$ cat config.mk
export PLATFORM = sky130hd
export DESIGN_NAME = cp0_exc_unit
export DESIGN_NICKNAME = d
export VERILOG_FILES = /design/src/rtl/cp0_exc_unit_pkg.sv /design/src/rtl/cp0_exc_unit.sv
export SDC_FILE = /design/constraint.sdc
export NUM_CORES = 1
export LEC_CHECK = 0
export CAP_MARGIN = 15
export CELL_PAD_IN_SITES_DETAIL_PLACEMENT = 0
export CELL_PAD_IN_SITES_GLOBAL_PLACEMENT = 1
export CORE_MARGIN = 2
export CORE_UTILIZATION = 30
export CTS_BUF_LIST = sky130_fd_sc_hd__clkbuf_16
export CTS_CLUSTER_DIAMETER = 40
export DETAILED_ROUTE_END_ITERATION = 7
export GPL_ROUTABILITY_DRIVEN = 0
export PLACE_DENSITY_LB_ADDON = 0.1
export SYNTH_ARGS = -nofsm -noshare
export SYNTH_HDL_FRONTEND = slang
export SYNTH_SLANG_ARGS = --single-unit
$ cat constraint.sdc
create_clock -name clk -period 5.1 [get_ports clk]
set_clock_uncertainty 0.1 [all_clocks]
set_input_delay 0.51 -clock clk [delete_from_list [all_inputs] [get_ports clk]]
set_output_delay 0.51 -clock clk [all_outputs]
set_load 0.05 [all_outputs]
$ cat src/rtl/cp0_exc_unit_pkg.sv
// Shared CP0 constants: register numbers, exception codes, bit-field positions.
package cp0_exc_unit_pkg;

  localparam int unsigned DATA_W = 32;
  localparam int unsigned ADDR_W = 5;
  localparam int unsigned CODE_W = 5;
  localparam int unsigned INT_W  = 6;

  localparam logic [DATA_W-1:0] PRID_DEFAULT    = 32'h2021_0007;
  localparam logic [DATA_W-1:0] EXC_VEC_DEFAULT = 32'h0000_4180;

  // CP0 register numbers
  localparam logic [ADDR_W-1:0] REG_SR    = 5'd12;
  localparam logic [ADDR_W-1:0] REG_CAUSE = 5'd13;
  localparam logic [ADDR_W-1:0] REG_EPC   = 5'd14;
  localparam logic [ADDR_W-1:0] REG_PRID  = 5'd15;

  // ExcCode values
  typedef enum logic [CODE_W-1:0] {
    EXC_INT  = 5'd0,
    EXC_ADEL = 5'd4,
    EXC_ADES = 5'd5,
    EXC_RI   = 5'd10,
    EXC_OV   = 5'd12
  } exc_code_e;

  // SR bit fields
  localparam int unsigned SR_IE_BIT  = 0;
  localparam int unsigned SR_EXL_BIT = 1;
  localparam int unsigned SR_IM_LSB  = 10;

  // Cause bit fields
  localparam int unsigned CAUSE_EXC_LSB = 2;
  localparam int unsigned CAUSE_IP_LSB  = 10;
  localparam int unsigned CAUSE_BD_BIT  = 31;

  localparam logic [DATA_W-1:0] WORD_ALIGN_MASK = 32'hFFFF_FFFC;

  // Return address saved for the victim: word-aligned PC, minus 4 if in a delay slot
  function automatic logic [DATA_W-1:0] victim_epc(input logic [DATA_W-1:0] pc,
                                                   input logic              bd);
    logic [DATA_W-1:0] pc_al;
    pc_al = pc & WORD_ALIGN_MASK;
    return bd ? (pc_al - 32'd4) : pc_al;
  endfunction

endpackage

$ cat src/rtl/cp0_exc_unit.sv
// CP0 exception/interrupt controller: SR/Cause/EPC/PRId, arbitration and flush request.
module cp0_exc_unit
  import cp0_exc_unit_pkg::*;
#(
  parameter logic [31:0] PRID    = PRID_DEFAULT,
  parameter logic [31:0] EXC_VEC = EXC_VEC_DEFAULT
) (
  input  logic              clk,
  input  logic              reset,
  input  logic [ADDR_W-1:0] addr,
  input  logic              we,
  input  logic [DATA_W-1:0] wdata,
  output logic [DATA_W-1:0] rdata,
  input  logic [DATA_W-1:0] pc_in,
  input  logic              bd_in,
  input  logic [CODE_W-1:0] exc_code_in,
  input  logic [INT_W-1:0]  hw_int,
  input  logic              eret,
  output logic              req,
  output logic [DATA_W-1:0] epc_out,
  output logic [DATA_W-1:0] exc_vec
);

  logic [INT_W-1:0]  sr_im;
  logic              sr_exl;
  logic              sr_ie;
  logic              cause_bd;
  logic [INT_W-1:0]  cause_ip;
  logic [CODE_W-1:0] cause_exc;
  logic [DATA_W-1:0] epc;

  logic              int_req;
  logic              exc_req;
  logic [CODE_W-1:0] code_sel;
  logic              wr_sr;
  logic              wr_epc;
  logic              wr_epc_any;
  logic [DATA_W-1:0] wdata_al;
  logic [DATA_W-1:0] sr_word;
  logic [DATA_W-1:0] cause_word;

  // Arbitration: interrupts beat exceptions, EXL masks everything
  always_comb begin
    int_req  = sr_ie & ~sr_exl & (|(hw_int & sr_im));
    exc_req  = (exc_code_in != CODE_W'(0)) & ~sr_exl;
    req      = int_req | exc_req;
    code_sel = int_req ? CODE_W'(EXC_INT) : exc_code_in;
  end

  // mtc0 decode; a flush request drops the write
  always_comb begin
    wdata_al   = wdata & WORD_ALIGN_MASK;
    wr_epc_any = we & (addr == REG_EPC);
    wr_sr      = we & ~req & (addr == REG_SR);
    wr_epc     = wr_epc_any & ~req;
  end

  // Pack architectural fields into their register words
  always_comb begin
    sr_word                              = '0;
    sr_word[SR_IM_LSB +: INT_W]          = sr_im;
    sr_word[SR_EXL_BIT]                  = sr_exl;
    sr_word[SR_IE_BIT]                   = sr_ie;
    cause_word                           = '0;
    cause_word[CAUSE_BD_BIT]             = cause_bd;
    cause_word[CAUSE_IP_LSB +: INT_W]    = cause_ip;
    cause_word[CAUSE_EXC_LSB +: CODE_W]  = cause_exc;
  end

  // mfc0 read mux, shows pre-write register values
  always_comb begin
    rdata = '0;
    case (addr)
      REG_SR:    rdata = sr_word;
      REG_CAUSE: rdata = cause_word;
      REG_EPC:   rdata = epc;
      REG_PRID:  rdata = PRID;
      default:   rdata = '0;
    endcase
  end

  // eret target, bypassing an mtc0 to EPC in the same cycle
  always_comb begin
    epc_out = wr_epc_any ? wdata_al : epc;
    exc_vec = EXC_VEC;
  end

  // CP0 register update: exception entry, eret and mtc0
  always_ff @(posedge clk) begin
    if (!reset) begin
      sr_im     <= '0;
      sr_exl    <= 1'b0;
      sr_ie     <= 1'b0;
      cause_bd  <= 1'b0;
      cause_ip  <= '0;
      cause_exc <= '0;
      epc       <= '0;
    end else begin
      cause_ip <= hw_int;
      if (req) begin
        sr_exl    <= 1'b1;
        cause_bd  <= bd_in;
        cause_exc <= code_sel;
        epc       <= victim_epc(pc_in, bd_in);
      end else begin
        if (wr_sr) begin
          sr_im  <= wdata[SR_IM_LSB +: INT_W];
          sr_exl <= wdata[SR_EXL_BIT];
          sr_ie  <= wdata[SR_IE_BIT];
        end
        if (eret) begin
          sr_exl <= 1'b0;
        end
        if (wr_epc) begin
          epc <= wdata_al;
        end
      end
    end
  end

endmodule
* Word-level counts from Yosys, hierarchy flattened
Cells that the tools add are included.
** Word-level totals
- Bits in registers :: 52
- Input port bits :: 85
- Output and inout port bits :: 97
** Operators by class
- Add/subtract/negate cells :: 1
- Equal/unequal tests :: 4
- Muxes and demuxes :: 9
- Bitwise operators :: 11
- Reduce and logical (&&, ||, !) cells :: 5
** Operator list (number)
- 32-bit two-way mux :: 4
- 32-bit case mux with 4 select lines :: 1
- 32-bit by 3-bit subtractor with 32-bit output, second input constant :: 1
- 5-bit by 4-bit == test with 1-bit output, second input constant :: 4
- 1-bit AND :: 7
- 6-bit AND :: 1
- 6-bit OR reduction :: 1
- 5-bit two-way mux :: 1
- 5-bit nonzero test :: 1
- 1-bit two-way mux :: 3
- 3-bit nonzero test :: 1
- 1-bit inverter :: 2
- 2-bit AND reduction :: 1
- 2-bit nonzero test :: 1
- 1-bit OR :: 1

* Depth between registers and ports, before layout
Gate-level depths: netlist of the first run.
- Word-level depth :: 10
- Mapped depth :: 8

* Least setup slack after synthesis of the first run
OpenSTA, ideal clock, no wires.
- Path type :: input port to output port
- Start point :: input addr[0]
- End point :: output rdata[10]
- Arrival time :: 1.976 ns
- Required time :: 4.490 ns
- Path slack :: 2.514 ns
- Cell stages on the path :: 6
- Path buffers :: 2
- Cells stage by stage :: clkbuf_1 -> clkbuf_1 -> mux2i_1 -> nor2_1 -> a21oi_1 -> nor2_1
** On the way
- Word-level cells in the longest chain between the ends :: 2
- Elaborated cells between the ends (all ways) :: 5
- Those cells by class :: eq/ne (4); mux (1)
** Ends and longest elaborated chain
- start: declaration :: line cp0_exc_unit.sv:10 : input logic [ADDR_W-1:0] addr,
- 5-bit by 4-bit == test with 1-bit output :: line cp0_exc_unit.sv:73 : case (addr)
- 32-bit case mux with 4 select lines (*) :: line cp0_exc_unit.sv:73
- end: declaration :: line cp0_exc_unit.sv:13 : output logic [DATA_W-1:0] rdata,
Every way passes the cells marked *; elsewhere a longest branch is shown, timed or not.

* Final worst setup path of the first run
- Start point :: input addr[0]
- End point :: output rdata[5]
Same word-level chain as after synthesis.

==> reports/metrics.cfg, run 1 <==
[outcome]
status = finished, final reports clean

[synth]
syn_inst = 411
synthTopCellsByCount = 50 x dfxtp_1, 40 x nand2_1, 34 x buf_4
synth_cell_types = 49
yosys_warnings = 0
synth_edf_count = 0
ys.flop_type = dfxtp_1
ys_seq_elements = 50
yosysSeqAreaShare_pct = 28.6
syn_area_mm2 = 0.00350
synth.most_common_cell = dfxtp_1
synthTopCellsByArea = dfxtp_1 29%, mux2_2 9.6%, o211a_1 7.7%
synth-async-reset-ratio_pct = 0
synth_area_leader_cell = dfxtp_1
netlist.area_leader.share_pct = 28.6
synth.avg_cell_area_um2 = 8.53

[critical_path]
arrival_ps = 2980
cp-end-kind = output port
slowest_stage = clkdlybuf4s50_1
ff2ff_path_depth = 7
path_cells = clkdlybuf4s50_1 -> buf_4 -> nor2b_2 -> buf_4 -> a22oi_1 -> nor2_1 -> clkdlybuf4s50_1
required_ps = 4490
crit_family = buffers and inverters
cpPeakStageDelay_ps = 830
rr_endpoint = sr_im[1]
r2r_start = sr_im[5]
critPathBufInv = 4
crit_fanout = 14
critPathKind = input port to output port
r2r_setup_slack_ps = 2620
cp-start-kind = input port
crit_start = addr[0]

[timing]
min_period_ps = 3590
hold_viol = 0
finalCritPeriodShare_pct = 70.3
fin_tns_setup_ps = 0
setup_viol = 0
timing.hold.ws_ps = 365
rsz0062_at_grt = no
drv_slew = 0
relSlewSlack_pct = 30.6
setup_slack_ps = 1510
max_slew.worst_pin.slew_ps = 1040
max_freq_mhz = 279

[routing]
wl_met2_um = 5220
remaining_drc_errors = 0
top_layer_used = met4
drt_iter0_drc = 154
wl_met1_um = 5770
routedWlPerCell_um = 17.0
vias = 3336
drtAntennaViolNets = 0
dr.pass1.iters = 4
via_per_inst = 4.85
routed_wl_um = 11700
wl_met3_um = 640

[cts]
clk_pin_slew_worst_paths_ps = 80
htreeDepth = 2
numCtsBuffers = 5
cts_resized = 0
insertion_delay_ps = 290
cts_buffer_depth = 2
root_buffer = clkbuf_16
clock-sinks = 50
hold_buffers = 0
cts_tree = yes
post_cts_buffers = 0

[flow_run]
cap_violations = 0

[floorplan]
fp.dieH_um = 112
dieWidth_um = 112
ioPinCount = 182
dieArea_mm2 = 0.0126
coreArea_mm2 = 0.0114
start_util_pct = 30.7
num_rows = 39

[cells_and_area]
nNetsFinal = 628
final_area_mm2 = 0.00504
stdcell_count = 688
area_growth_pct = 43.9
drive_gt1_share_pct = 16.2
nFillCells = 1150

[global_routing]
grt_usage_pct = 18.2
antenna_found_initial = 0
grt_max_degree = 58
grt_pass1_vias = 3346
grt_first_pass_wirelength_um = 18100
grt.overflow.total = 0

[hold_path]
holdPathStages = 2
whs_endpoint = cause_exc[1]
hold_path.class = flip-flop to flip-flop
worstHoldStart = cause_exc[1]

[place]
post-place-ws_ps = 1520
dp_cells = 678
port_buffers = 145
dpl_cell_area_mm2 = 0.00487
dp_hpwl_um = 9040

[pwr]
peakVddDrop_mv = 0.157
leakage_uw = 0.00224
power.density_mw_per_mm2 = 247

-- how the worst max path moves through the flow --
stage	to	slack [ps]	cells after the start
after global placement	rdata[4]	1490	7
after CTS	rdata[5]	1510	7
after global routing	rdata[5]	1390	7
after detailed placement	rdata[5]	1520	7
final	rdata[5]	1510	7
after floorplan	rdata[10]	2510	6
-- cell families (layout without fill, tap and decap cells) --
logic type / Yosys count / in the layout / synth area share, %
other: 2 / 36 / 0.214
adder cells (fa/ha/maj): 1 / 1 / 0.357
multiplexers: 44 / 44 / 13.6
XOR/XNOR: 21 / 21 / 5.25
buffers and inverters: 65 / 165 / 10.8
flip-flops: 50 / 50 / 28.6
AO/OA/AOI/OAI: 65 / 65 / 15.1
AND/OR/NAND/NOR: 163 / 163 / 26.1
-- layout by cell type (no fill, tap or decap), types with 4 or more instances in the layout --
cell / netlist / routed
a21oi_1: 10 / 10
mux2i_1: 14 / 14
a21boi_0: 5 / 5
clkbuf_16: 0 / 5
nand2_1: 40 / 40
inv_1: 4 / 4
xnor2_1: 13 / 13
nor4_1: 6 / 6
nand2b_1: 17 / 17
nor3_1: 5 / 5
conb_1: 2 / 34
xor2_1: 8 / 8
o211a_1: 27 / 27
mux2_2: 30 / 30
nand3_1: 11 / 11
o21ai_0: 7 / 7
clkdlybuf4s50_1: 0 / 114
and3_1: 15 / 15
a22oi_1: 5 / 5
nor2_1: 31 / 31
buf_4: 34 / 37
nand4b_1: 5 / 5
dfxtp_1: 50 / 50
and2_1: 8 / 8
-- worst reg2reg max path, delay by kind of cell, from the launching register on --
kind / cells / cell delay [ps]
buffers and inverters: 2 / 300
AOI/OAI and AO/OA: 3 / 930
DFF: 1 / 330
and+or+nand+nor: 1 / 500
muxes: 1 / 250
-- registers in the layout, summed over array words and instances, names as in the netlist --
| register | flops |
|---|---|
| cause_exc | 5 |
| cause_ip | 6 |
| sr_im | 6 |
| sr_exl | 1 |
| sr_ie | 1 |
| cause_bd | 1 |
| epc | 30 |
-- report_power, final --
group	switching (µW)	internal, µW	total, µW
Sequential	15.1	419	435
Combinational	264	156	420
Clock	160	233	393
Total	439	809	1250
-- final cells by class --
class	count	area, µm²	share of cell area (%)
Inverter	5	18.8	0.372
Clock buffer	5	125	2.48
Timing Repair Buffer	152	1420	28.2
Antenna cell	2	5.00	0.0992
Clock inverter	3	43.8	0.868
Multi-Input combinational cell	328	2250	44.6
Sequential cell	50	1000	19.8
Tap cell	143	179	3.55
-- routing by layer --
metal  vias to the layer above  global-route usage, %
li1                       1650                      -
met1                      1557                   26.7
met2                       123                   29.0
met3                         6                   2.32
met4                         0                   3.58
met5                         -                      0
-- metrics by stage --
| step | power [µW] | util (%) |
|---|---|---|
| after global routing | 1300 | 44.1 |
| after floorplan | 729 | - |
| after global placement | 864 | 42.6 |
| final | 1250 | 44.2 |
| after CTS | 1260 | 44.1 |
| after detailed placement | 865 | 42.6 |
(Power assumes the default switching activity.)
==> run 2: changes to the inputs <==
- CORE_UTILIZATION: 30 -> 28
- clock period: 5.1 -> 3.5 ns (I/O delays scaled with it)
==> reports/metrics.cfg, run 2 (same netlist as run 1, synthesis figures left out) <==
[pwr]
peakVddDrop_mv = 0.176  ; +12%
p_total_uw = 1740  ; +39%
leakage_uw = 0.00238  ; +6.1%
power.density_mw_per_mm2 = 326  ; +32%

[cts]
cts_buffer_depth = 2  ; unchanged
numCtsBuffers = 5  ; unchanged
cts_resized = 0  ; unchanged
root_buffer = clkbuf_16
insertion_delay_ps = 280  ; about the same
hold_buffers = 0  ; unchanged
cts_tree = yes
post_cts_buffers = 0  ; unchanged
clk_pin_slew_worst_paths_ps = 70  ; about the same
clock-sinks = 50  ; unchanged
htreeDepth = 2  ; unchanged

[flow_run]
cap_violations = 0  ; unchanged

[hold_path]
hold_path.class = flip-flop to flip-flop
worstHoldStart = cause_exc[1]
holdPathStages = 2  ; unchanged
whs_endpoint = cause_exc[1]

[timing]
setup_slack_ps = 644  ; -869 ps
max_slew.worst_pin.slew_ps = 702  ; -339 ps
fin_tns_setup_ps = 0  ; unchanged
drv_slew = 0  ; unchanged
finalCritPeriodShare_pct = 81.6
max_freq_mhz = 350
rsz0062_at_grt = no
relSlewSlack_pct = 53.2  ; +23 points
hold_viol = 0  ; unchanged
min_period_ps = 2860
setup_viol = 0  ; unchanged

[critical_path]
cp_common_cell = clkdlybuf4s50_1
crit_family = buffers and inverters
rr_endpoint = sr_im[1]
path_cells = clkdlybuf4s50_1 -> nor2_1 -> nand2_1 -> a21oi_1 -> clkdlybuf4s50_1
cp-end-kind = output port
r2r_start = sr_im[4]
cpPeakStageDelay_ps = 820  ; about the same
arrival_ps = 2410  ; -570 ps
ff2ff_path_depth = 6  ; -1
cp-start-kind = input port
crit_fanout = 12  ; -2
slowest_stage = clkdlybuf4s50_1
critPathBufInv = 2  ; -2
critPathKind = input port to output port
r2r_setup_slack_ps = 1100  ; -1520 ps
required_ps = 3050  ; -1440 ps

[routing]
routed_wl_um = 11800  ; +0.93%
vias = 3285  ; -1.5%
remaining_drc_errors = 0  ; unchanged
drt_iter0_drc = 125  ; -19%
via_per_inst = 4.59  ; -5.2%
dr.pass1.iters = 4  ; unchanged
routedWlPerCell_um = 16.6  ; -2.9%
drtAntennaViolNets = 0  ; unchanged

[cells_and_area]
regArea_mm2 = 0.00100  ; unchanged
final_core_util_pct = 44.0  ; -0.15 points
drive_gt1_share_pct = 21.6  ; +5.4 points
layout_common_cells = 87 x clkdlybuf4s50_1, 50 x dfxtp_1, 42 x buf_4
antennaDiodeCount = 0  ; -2
largest_reg_flops = 30  ; unchanged
top_regs = epc x30, cause_ip x6, sr_im x6
area_growth_pct = 52.1
nFillCells = 1205  ; +4.8%
regMostFlops = epc
final_common_cell = clkdlybuf4s50_1
nNetsFinal = 632  ; +0.64%
multi_input_area_mm2 = 0.00225  ; unchanged

[global_routing]
grt_pass1_vias = 3289  ; -1.7%
grt_first_pass_wirelength_um = 17900  ; -1.1%
antenna_found_initial = 0  ; unchanged
grt.overflow.total = 0  ; unchanged
grt_usage_pct = 17.3  ; -0.99 points
grt_max_degree = 41  ; -29%

[floorplan]
ioPinCount = 182  ; unchanged
num_rows = 40  ; +2.6%
fp.dieH_um = 116  ; +3.4%
coreArea_mm2 = 0.0121  ; +6.1%
start_util_pct = 28.9  ; -1.8 points
dieArea_mm2 = 0.0134  ; +6.9%
dieWidth_um = 116  ; +3.4%

[outcome]
status = finished, final reports clean

[place]
port_buffers = 145  ; unchanged
post-place-ws_ps = 592  ; -925 ps
dp_hpwl_um = 9180  ; +1.6%

==> run 2: worst min-delay path: stages (launching register included) <==
cell	delay, ps
dfxtp_1	320
nand2_1	50
a21boi_0	60
==> run 2: worst max-delay path by stage <==
stage,from,to,slack [ps],depth (start not counted)
floorplan,addr[0],rdata[10],1230,6
global placement,addr[1],rdata[1],640,5
detailed placement,hw_int[0],sr_im[1],590,7
CTS,addr[1],rdata[0],660,5
global route,addr[1],rdata[1],480,5
finish,addr[1],rdata[0],640,5
==> run 2: layer usage <==
layer / routed length (µm) / vias to the layer above / track usage, %
met5: 0 / - / 0
met4: 42 / 0 / 2.38
met3: 570 / 2 / 2.14
met2: 5580 / 109 / 28.9
met1: 5650 / 1522 / 24.4
li1: - / 1652 / -
==> run 2: stage by stage <==
step                      cell area (µm²)  instances  hold WS [ps]
after floorplan                      3620        443           341
after global placement               5190        707           351
after detailed placement             5190        707           366
after CTS                            5330        715           376
after global routing                 5330        715           392
final                                5330        715           373
==> run 2: where the power goes <==
group	switching (µW)	internal, µW
clock	221	263
combinational	383	233
sequential	23.9	612
==> run 2: final cells by class <==
| cell class | instances | area share (%) |
|---|---|---|
| Clock buffer | 5 | 2.35 |
| Clock inverter | 3 | 0.329 |
| Inverter | 5 | 0.352 |
| Multi-Input combinational cell | 328 | 42.1 |
| Sequential cell | 50 | 18.8 |
| Tap cell | 168 | 3.94 |
| Timing Repair Buffer | 156 | 32.1 |
==> run 3: changes to the inputs <==
- CORE_UTILIZATION: 28 -> 26
- clock period: 3.5 -> 2.6 ns (I/O delays scaled with it)
==> reports/metrics.cfg, run 3 (same netlist as run 1, synthesis figures left out) <==
[timing]
timing.hold.ws_ps = 369  ; -4.32 ps
max_freq_mhz = 424
relSlewSlack_pct = 56.9  ; +3.7 points
max_slew.worst_pin.slew_ps = 646  ; -55.8 ps
min_period_ps = 2360
rsz0062_at_grt = no
drv_slew = 0  ; unchanged
finalCritPeriodShare_pct = 90.8
setup_viol = 0  ; unchanged
hold_viol = 0  ; unchanged
fin_tns_setup_ps = 0  ; unchanged

[routing]
routedWlPerCell_um = 16.6  ; about the same
drtAntennaViolNets = 0  ; unchanged
dr.pass1.iters = 4  ; unchanged
remaining_drc_errors = 0  ; unchanged
routed_wl_um = 12200  ; +3.5%
drt_iter0_drc = 130  ; +4.0%
vias = 3380  ; +2.9%
via_per_inst = 4.57  ; -0.58%

[floorplan]
ioPinCount = 182  ; unchanged
dieArea_mm2 = 0.0144  ; +7.4%
num_rows = 42  ; +5.0%
fp.dieH_um = 120  ; +3.6%
dieWidth_um = 120  ; +3.6%
start_util_pct = 26.6  ; -2.4 points
coreArea_mm2 = 0.0132  ; +8.9%

[outcome]
status = finished, final reports clean

[cts]
root_buffer = clkbuf_16
hold_buffers = 0  ; unchanged
htreeDepth = 2  ; unchanged
clock-sinks = 50  ; unchanged
cts_buffer_depth = 2  ; unchanged
post_cts_buffers = 0  ; unchanged
numCtsBuffers = 5  ; unchanged
cts_resized = 0  ; unchanged
clk_pin_slew_worst_paths_ps = 60  ; about the same
insertion_delay_ps = 290  ; about the same
cts_tree = yes

[pwr]
switching_share_pct = 34.5  ; -1.7 points
power.share.clock_pct = 30.1  ; +2.2 points
leakage_uw = 0.00251  ; +5.7%
power.density_mw_per_mm2 = 440  ; +35%
p_total_uw = 2460  ; +42%
p_comb_share_pct = 35.3  ; -0.2 points
p_int_uw = 1610  ; +46%
peakVddDrop_mv = 0.221  ; +26%
p_sw_uw = 850  ; +35%
p_seq_share_pct = 34.6  ; -2.0 points

[cells_and_area]
antennaDiodeCount = 0  ; unchanged
top_regs = epc x30, cause_ip x6, sr_im x6
nFillCells = 1311  ; +8.8%
largest_reg_flops = 30  ; unchanged
stdcell_count = 740  ; +3.5%
nNetsFinal = 649  ; +2.7%
regMostFlops = epc
drive_gt1_share_pct = 25.0  ; +3.4 points
area_growth_pct = 59.8
final_area_mm2 = 0.00560  ; +5.0%
regArea_mm2 = 0.00100  ; unchanged
layout_common_cells = 81 x clkdlybuf4s50_1, 56 x buf_4, 50 x dfxtp_1
multi_input_area_mm2 = 0.00226  ; +0.39%
final_common_cell = clkdlybuf4s50_1

[global_routing]
grt_max_degree = 32  ; -22%
grt.overflow.total = 0  ; unchanged
grt_pass1_vias = 3381  ; +2.8%
antenna_found_initial = 0  ; unchanged
grt_first_pass_wirelength_um = 18800  ; +4.7%
grt_usage_pct = 16.9  ; -0.38 points

[place]
port_buffers = 145  ; unchanged
dp_cells = 732  ; +3.5%
dp_hpwl_um = 9790  ; +6.7%
dpl_cell_area_mm2 = 0.00542  ; +4.5%

[critical_path]
critPathKind = input port to output port
crit_fanout = 29  ; +17
arrival_ps = 2000  ; -410 ps
slowest_stage = clkdlybuf4s50_1
cp-start-kind = input port
path_cells = clkdlybuf4s50_1 -> a22o_1 -> o31ai_4 -> a21o_1 -> inv_2 -> buf_12 -> buf_4
ff2ff_path_depth = 6  ; unchanged
required_ps = 2240  ; -810 ps
cp-end-kind = output port
cpPeakStageDelay_ps = 420  ; -400 ps

[hold_path]
hold_path.class = flip-flop to flip-flop
holdPathStages = 2  ; unchanged

[flow_run]
cap_violations = 0  ; unchanged

[run 3: cell types whose count changed in the layout (fill, tap and decap cells not counted)]
cell / previous run / this run
clkdlybuf4s50_1: 87 / 81
clkinv_4: 1 / 0
clkinvlp_4: 0 / 1
bufinv_16: 0 / 1
o31ai_4: 0 / 1
o31ai_2: 1 / 0
buf_12: 26 / 35
clkinv_2: 1 / 0
buf_4: 42 / 56
[run 3: routing by layer]
metal / share of wire, % / vias to the layer above / global-route usage, %
met1: 47 / 1567 / 23.6
met4: 1.6 / 0 / 4.63
met2: 46 / 110 / 27.0
met5: 0 / - / 0
met3: 5.6 / 12 / 2.38
li1: - / 1691 / -
[run 3: per-stage QoR]
step / setup WS [ps] / util (%)
finish: 240 / 42.4
detailed placement: 105 / 41.1
global route: 108 / 42.4
CTS: 145 / 42.4
floorplan: 435 / -
global placement: 123 / 41.1
[run 3: power groups by stage]
stage / Clock, µW / Combinational, µW / Sequential [µW]
2_1_floorplan: 0 / 572 / 857
3_3_place_gp: 0 / 870 / 870
3_5_place_dp: 0 / 871 / 870
4_1_cts: 762 / 875 / 852
5_1_grt: 792 / 922 / 860
6_report: 742 / 869 / 853
[run 3: worst max-delay path: cells and delay by family]
family          cells  cell delay [ps]
compound gates      3              870
buf+inv             4              850
[run 3: cell type report]
cell class                 instances  share of cell area (%)
clock buffer                       5                    2.23
clock inverter                     3                   0.737
inverter                           5                   0.335
multi-input combinational        328                    40.3
sequential                        50                    17.9
tap                              176                    3.93
timing repair buffer             173                    34.6
[run 3: path summary, 6_finish.rpt]
kind | slack, ps | endpoint | start
max reg2reg | 620 | sr_exl | sr_im[5]
max | 240 | req | hw_int[4]
min reg2reg | 370 | cause_exc[0] | cause_exc[0]
min | 370 | cause_exc[0] | cause_exc[0]
